===== config.mk =====
export PLATFORM = sky130hd
export DESIGN_NAME = arb_rr_encoded
export DESIGN_NICKNAME = d
export VERILOG_FILES = /design/src/rtl/arb_pkg.sv /design/src/rtl/rr_priority_encoder.sv /design/src/rtl/arb_rr_encoded.sv
export SDC_FILE = /design/constraint.sdc
export NUM_CORES = 1
export LEC_CHECK = 0
export ABC_AREA = 1
export BUFFER_PORTS_ARGS = -buffer_cell sky130_fd_sc_hd__buf_2
export CAP_MARGIN = 20
export CORE_ASPECT_RATIO = 1.5
export CORE_MARGIN = 3
export CORE_UTILIZATION = 35
export CTS_CLUSTER_SIZE = 40
export DETAILED_ROUTE_END_ITERATION = 10
export MAX_ROUTING_LAYER = met4
export PLACE_DENSITY = 0.63
export REMOVE_ABC_BUFFERS = 1
export SYNTH_ARGS = -nofsm -noshare
export SYNTH_HDL_FRONTEND = slang
export SYNTH_HIERARCHICAL = 1
export SYNTH_SLANG_ARGS = --single-unit

===== constraint.sdc =====
create_clock -name clk -period 5.03 [get_ports clk]
set_input_delay 0.2515 -clock clk [delete_from_list [all_inputs] [get_ports clk]]
set_output_delay 0.2515 -clock clk [all_outputs]
set_load 0.1 [all_outputs]

===== src/rtl/arb_pkg.sv =====
// Shared defaults and state encoding for the round-robin encoded arbiter.
package arb_pkg;

    localparam int NUM_REQ_DEF = 16;
    localparam int ID_W_DEF    = 4;

    // Wide enough for any MAX_HOLD in 2..255.
    localparam int HOLD_CNT_W  = 8;

    typedef enum logic [1:0] {
        IDLE  = 2'd0,
        GRANT = 2'd1,
        TURN  = 2'd2
    } arb_state_t;

endpackage : arb_pkg


===== src/rtl/rr_priority_encoder.sv =====
// Round-robin winner search: rotate the request vector so the search begins
// just above last_id, pick the lowest set bit, then map back to a real index.
module rr_priority_encoder
    import arb_pkg::*;
#(
    parameter int NUM_REQ = NUM_REQ_DEF,
    parameter int ID_W    = ID_W_DEF
) (
    input  logic [NUM_REQ-1:0] req,
    input  logic [ID_W-1:0]    last_id,
    output logic               any,
    output logic [ID_W-1:0]    winner_id
);

    logic [ID_W-1:0]      start;
    logic [2*NUM_REQ-1:0] dbl_shift;
    logic [NUM_REQ-1:0]   rot;
    logic [ID_W-1:0]      off;
    logic [ID_W:0]        sum;

    // Rotate, priority-encode the lowest set bit, un-rotate modulo NUM_REQ.
    always_comb begin
        start     = (last_id == ID_W'(NUM_REQ - 1)) ? '0 : last_id + ID_W'(1);
        // Doubling req lets a plain right shift act as a rotate.
        dbl_shift = {req, req} >> start;
        rot       = dbl_shift[NUM_REQ-1:0];
        off       = '0;
        for (int i = NUM_REQ - 1; i >= 0; i--) begin
            if (rot[i]) begin
                off = ID_W'(i);
            end
        end
        sum = {1'b0, start} + {1'b0, off};
        if (sum >= (ID_W + 1)'(NUM_REQ)) begin
            sum = sum - (ID_W + 1)'(NUM_REQ);
        end
        winner_id = sum[ID_W-1:0];
        any       = |req;
    end

endmodule : rr_priority_encoder


===== src/rtl/arb_rr_encoded.sv =====
// Round-robin arbiter with registered one-hot and binary grant, a per-grant
// hold limit (MAX_HOLD) and a mandatory one-cycle turnaround between grants.
module arb_rr_encoded
    import arb_pkg::*;
#(
    parameter int NUM_REQ  = NUM_REQ_DEF,
    parameter int ID_W     = ID_W_DEF,
    parameter int MAX_HOLD = 8
) (
    input  logic               clk,
    input  logic               reset,
    input  logic               enable,
    input  logic [NUM_REQ-1:0] req,
    output logic [NUM_REQ-1:0] gnt,
    output logic [ID_W-1:0]    gnt_id,
    output logic               gnt_valid,
    output logic               timeout
);

    arb_state_t              state_q, state_d;
    logic [NUM_REQ-1:0]      gnt_q, gnt_d;
    logic [ID_W-1:0]         gnt_id_q, gnt_id_d;
    logic                    gnt_valid_q, gnt_valid_d;
    logic                    timeout_q, timeout_d;
    logic [HOLD_CNT_W-1:0]   cnt_q, cnt_d;
    logic [ID_W-1:0]         last_id_q, last_id_d;

    logic                    any;
    logic [ID_W-1:0]         winner_id;

    rr_priority_encoder #(
        .NUM_REQ (NUM_REQ),
        .ID_W    (ID_W)
    ) u_enc (
        .req       (req),
        .last_id   (last_id_q),
        .any       (any),
        .winner_id (winner_id)
    );

    // State, counter, last winner and all outputs live in these flops.
    always_ff @(posedge clk) begin
        if (reset) begin
            state_q     <= IDLE;
            gnt_q       <= '0;
            gnt_id_q    <= '0;
            gnt_valid_q <= 1'b0;
            timeout_q   <= 1'b0;
            cnt_q       <= '0;
            // First search after reset then starts at index 0.
            last_id_q   <= ID_W'(NUM_REQ - 1);
        end else begin
            state_q     <= state_d;
            gnt_q       <= gnt_d;
            gnt_id_q    <= gnt_id_d;
            gnt_valid_q <= gnt_valid_d;
            timeout_q   <= timeout_d;
            cnt_q       <= cnt_d;
            last_id_q   <= last_id_d;
        end
    end

    // Next-state and next-output logic; timeout is a pulse so it defaults low.
    always_comb begin
        state_d     = state_q;
        gnt_d       = gnt_q;
        gnt_id_d    = gnt_id_q;
        gnt_valid_d = gnt_valid_q;
        timeout_d   = 1'b0;
        cnt_d       = cnt_q;
        last_id_d   = last_id_q;
        case (state_q)
            IDLE: begin
                if (enable && any) begin
                    state_d     = GRANT;
                    gnt_d       = NUM_REQ'(1) << winner_id;
                    gnt_id_d    = winner_id;
                    gnt_valid_d = 1'b1;
                    cnt_d       = '0;
                    last_id_d   = winner_id;
                end
            end
            GRANT: begin
                // Release is checked first so a release on the last allowed
                // cycle is never reported as a timeout.
                if (!req[gnt_id_q]) begin
                    state_d     = TURN;
                    gnt_d       = '0;
                    gnt_valid_d = 1'b0;
                end else if (cnt_q == HOLD_CNT_W'(MAX_HOLD - 1)) begin
                    state_d     = TURN;
                    gnt_d       = '0;
                    gnt_valid_d = 1'b0;
                    timeout_d   = 1'b1;
                end else begin
                    cnt_d = cnt_q + HOLD_CNT_W'(1);
                end
            end
            TURN: begin
                state_d = IDLE;
            end
            default: begin
                state_d     = IDLE;
                gnt_d       = '0;
                gnt_valid_d = 1'b0;
            end
        endcase
    end

    assign gnt       = gnt_q;
    assign gnt_id    = gnt_id_q;
    assign gnt_valid = gnt_valid_q;
    assign timeout   = timeout_q;

endmodule : arb_rr_encoded


==> impl_metrics.toml <==
[timing]
max-slew-margin-rel_pct = 53.24
layout_min_cycle_time_ns = 4.479
finClkSkew_ns = 0.005950
setup_violations = 0
drv_slew = 0
hold_violations = 0
rsz0062_at_grt = "no"
min_period_over_period_pct = 89.05
tightest_slew_ns = 0.6967
fmax_mhz = 223.2
fin_tns_setup_ns = 0

[drt]
wire_per_inst_um = 13.00
drt-total-wl_mm = 8.542
drtIter0Drc = 222
drt_first_pass_iters = 4
ant_nets = 0
vias_per_cell = 5.096
drc_errors = 0
vias = 3348

[clock_network]
cts_htree_levels = 2
cts.sinks = 36
cts-buffers-inserted = 5
cts_setup_buffers = 0
cts_tree = "yes"
holdBufCountCts = 0
cts_buffer_depth = 2
path_clk_slew_ns = 0.05
cts_resized = 0
clk_latency_ns = 0.28
clockRootBuffer = "clkbuf_16"

[floorplan]
core_area_um2 = 8618
placementRows = 41
dieArea_um2 = 10260
die_y_um = 122.6
die_x_um = 83.71
initial_core_util_pct = 36.79
io_pins = 41

[cells_and_area]
nFillCells = 935
multi_input_area_um2 = 2086
final_layout_size_suffix_gt1_share_pct = 19.27
nNetsFinal = 575
diodes = 0
seq_area_um2 = 720.7
area_growth_pct = 11.37

[global_route]
grt_max_degree = 23
overflow = 0
grtUsageTotal_pct = 17.46
antenna_found_initial = 0
grt_pass1_wl_mm = 14.44
grt_pass1_vias = 3211

[critical_path]
cp-start-kind = "register"
worstSetupPathType = "reg2reg"
cp-end-kind = "register"
crit_fanout = 17
arrival_ns = 4.69
crit_required_ns = 5.24

[logic_synthesis]
postSynthAreaPerCell_um2 = 6.121
netlist_area_um2 = 3171
ys_ff_latch = 36
synth_area_leader_cell = "dfxtp_1"
synth-async-reset-ratio_pct = 0
ys.flop_type = "dfxtp_1"
yosys.area.top_type_share_pct = 22.73
yosysSeqAreaShare_pct = 22.73
yosysMostFrequentCell = "nand2_1"
synth_edf_count = 0
synth.yosys.warnings = 6
yosysUniqueCellTypes = 42
synth_area_leaders = "dfxtp_1, nand2_1, nand3_1, inv_1, nor2_1"
synth_cells = 518
synthTopCellsByCount = "nand2_1, nand3_1, inv_1, nor2_1, dfxtp_1"

[run]
max_cap_violations = 0

[placement]
place.port_buffers = 40
place.gp.congestion = 0.9154
dpl.hpwl_mm = 6.732

[run_status]
outcome = "finished, final reports clean"

[worst_hold_path]
hold_path_class = "in2reg"
## worst paths after layout
check                    start  depth (start not counted)  slack [ns]   endpoint
setup / recovery  last_id_q[0]                         23        0.55     gnt[9]
hold / removal           reset                          2        0.43     gnt[0]
setup reg to reg  last_id_q[0]                         23        0.55     gnt[9]
hold reg to reg      gnt_valid                          2        0.46  gnt_valid
## state kept, by name, indices dropped and copies added (netlist names)
signal,cells
gnt_valid,1
last_id_q,4
gnt,16
timeout,1
gnt_id,4
state_q,2
cnt_q,8
## cells in the final DEF, fill, tap and decap left out, types with 3 or more instances in the layout
cell type	n
nand2_2	17
inv_1	56
xor2_1	4
a21oi_2	11
nor4_1	4
a21oi_1	21
clkinv_1	3
nand2_1	149
nand3_1	80
nor3_1	10
buf_4	3
a31oi_1	5
nor2_1	36
buf_2	40
nand3_2	11
nand2_4	3
nand4_1	4
ha_1	5
o21ai_0	13
nor2_2	5
dfxtp_1	36
nand3b_2	4
o21ai_1	8
clkbuf_16	5
## layout make-up
class,count,area share (%)
Multi-Input combinational cell,403,59.07
Timing Repair Buffer,43,6.308
Inverter,61,6.626
Clock inverter,1,0.1417
Clock buffer,6,3.650
Sequential cell,36,20.41
Tap cell,107,3.792
## routing by layer
layer,wire length (um),track usage [%],vias up
met5,0,-,-
met4,279,7.646,0
met3,228,1.343,20
met2,4512,32.07,69
met1,3522,19.28,1508
li1,-,-,1751
## critical path, cell delays in order, from the launching register on
cell	delay, ns
dfxtp_1	0.41
ha_1	0.26
nand3_4	0.26
nand2_4	0.29
nand2_1	0.14
nand3_1	0.11
nand3_1	0.09
nand2_1	0.11
nor2_1	0.05
a31oi_1	0.21
nand2_1	0.10
a31oi_1	0.17
nor2_1	0.06
o21ai_0	0.18
a31oi_1	0.16
ha_1	0.30
a21o_1	0.15
a21oi_1	0.14
xor2_1	0.19
xor2_1	0.33
nand2_1	0.13
nor2_2	0.27
nand3_1	0.15
a21oi_2	0.14
## stage by stage
step	hold WS, ns	std cells	area, um2	utilization [%]	worst slack (ns)
4_1_cts	0.4277	657	3528	40.94	0.4707
2_1_floorplan	0.3139	500	3038	-	0.8549
5_1_grt	0.4629	657	3531	40.97	0.05287
6_report	0.4263	657	3531	40.97	0.5506
3_5_place_dp	0.4560	650	3395	39.39	0.4945
3_3_place_gp	0.4513	650	3395	39.39	0.6356
## cell families (layout without fill, tap and decap cells)
kind of cell,count (synthesis),count (layout),share of synthesized area [%]
AND/OR/NAND/NOR,330,330,50.12
buffers and inverters,79,111,11.56
AO/OA/AOI/OAI,63,63,11.88
flip-flops,36,36,22.73
adder cells (fa/ha/maj),6,6,2.605
XOR/XNOR,4,4,1.105
Power is not shown: default switching activity piles up to over one toggle a cycle in this logic, so the estimate is an artifact.
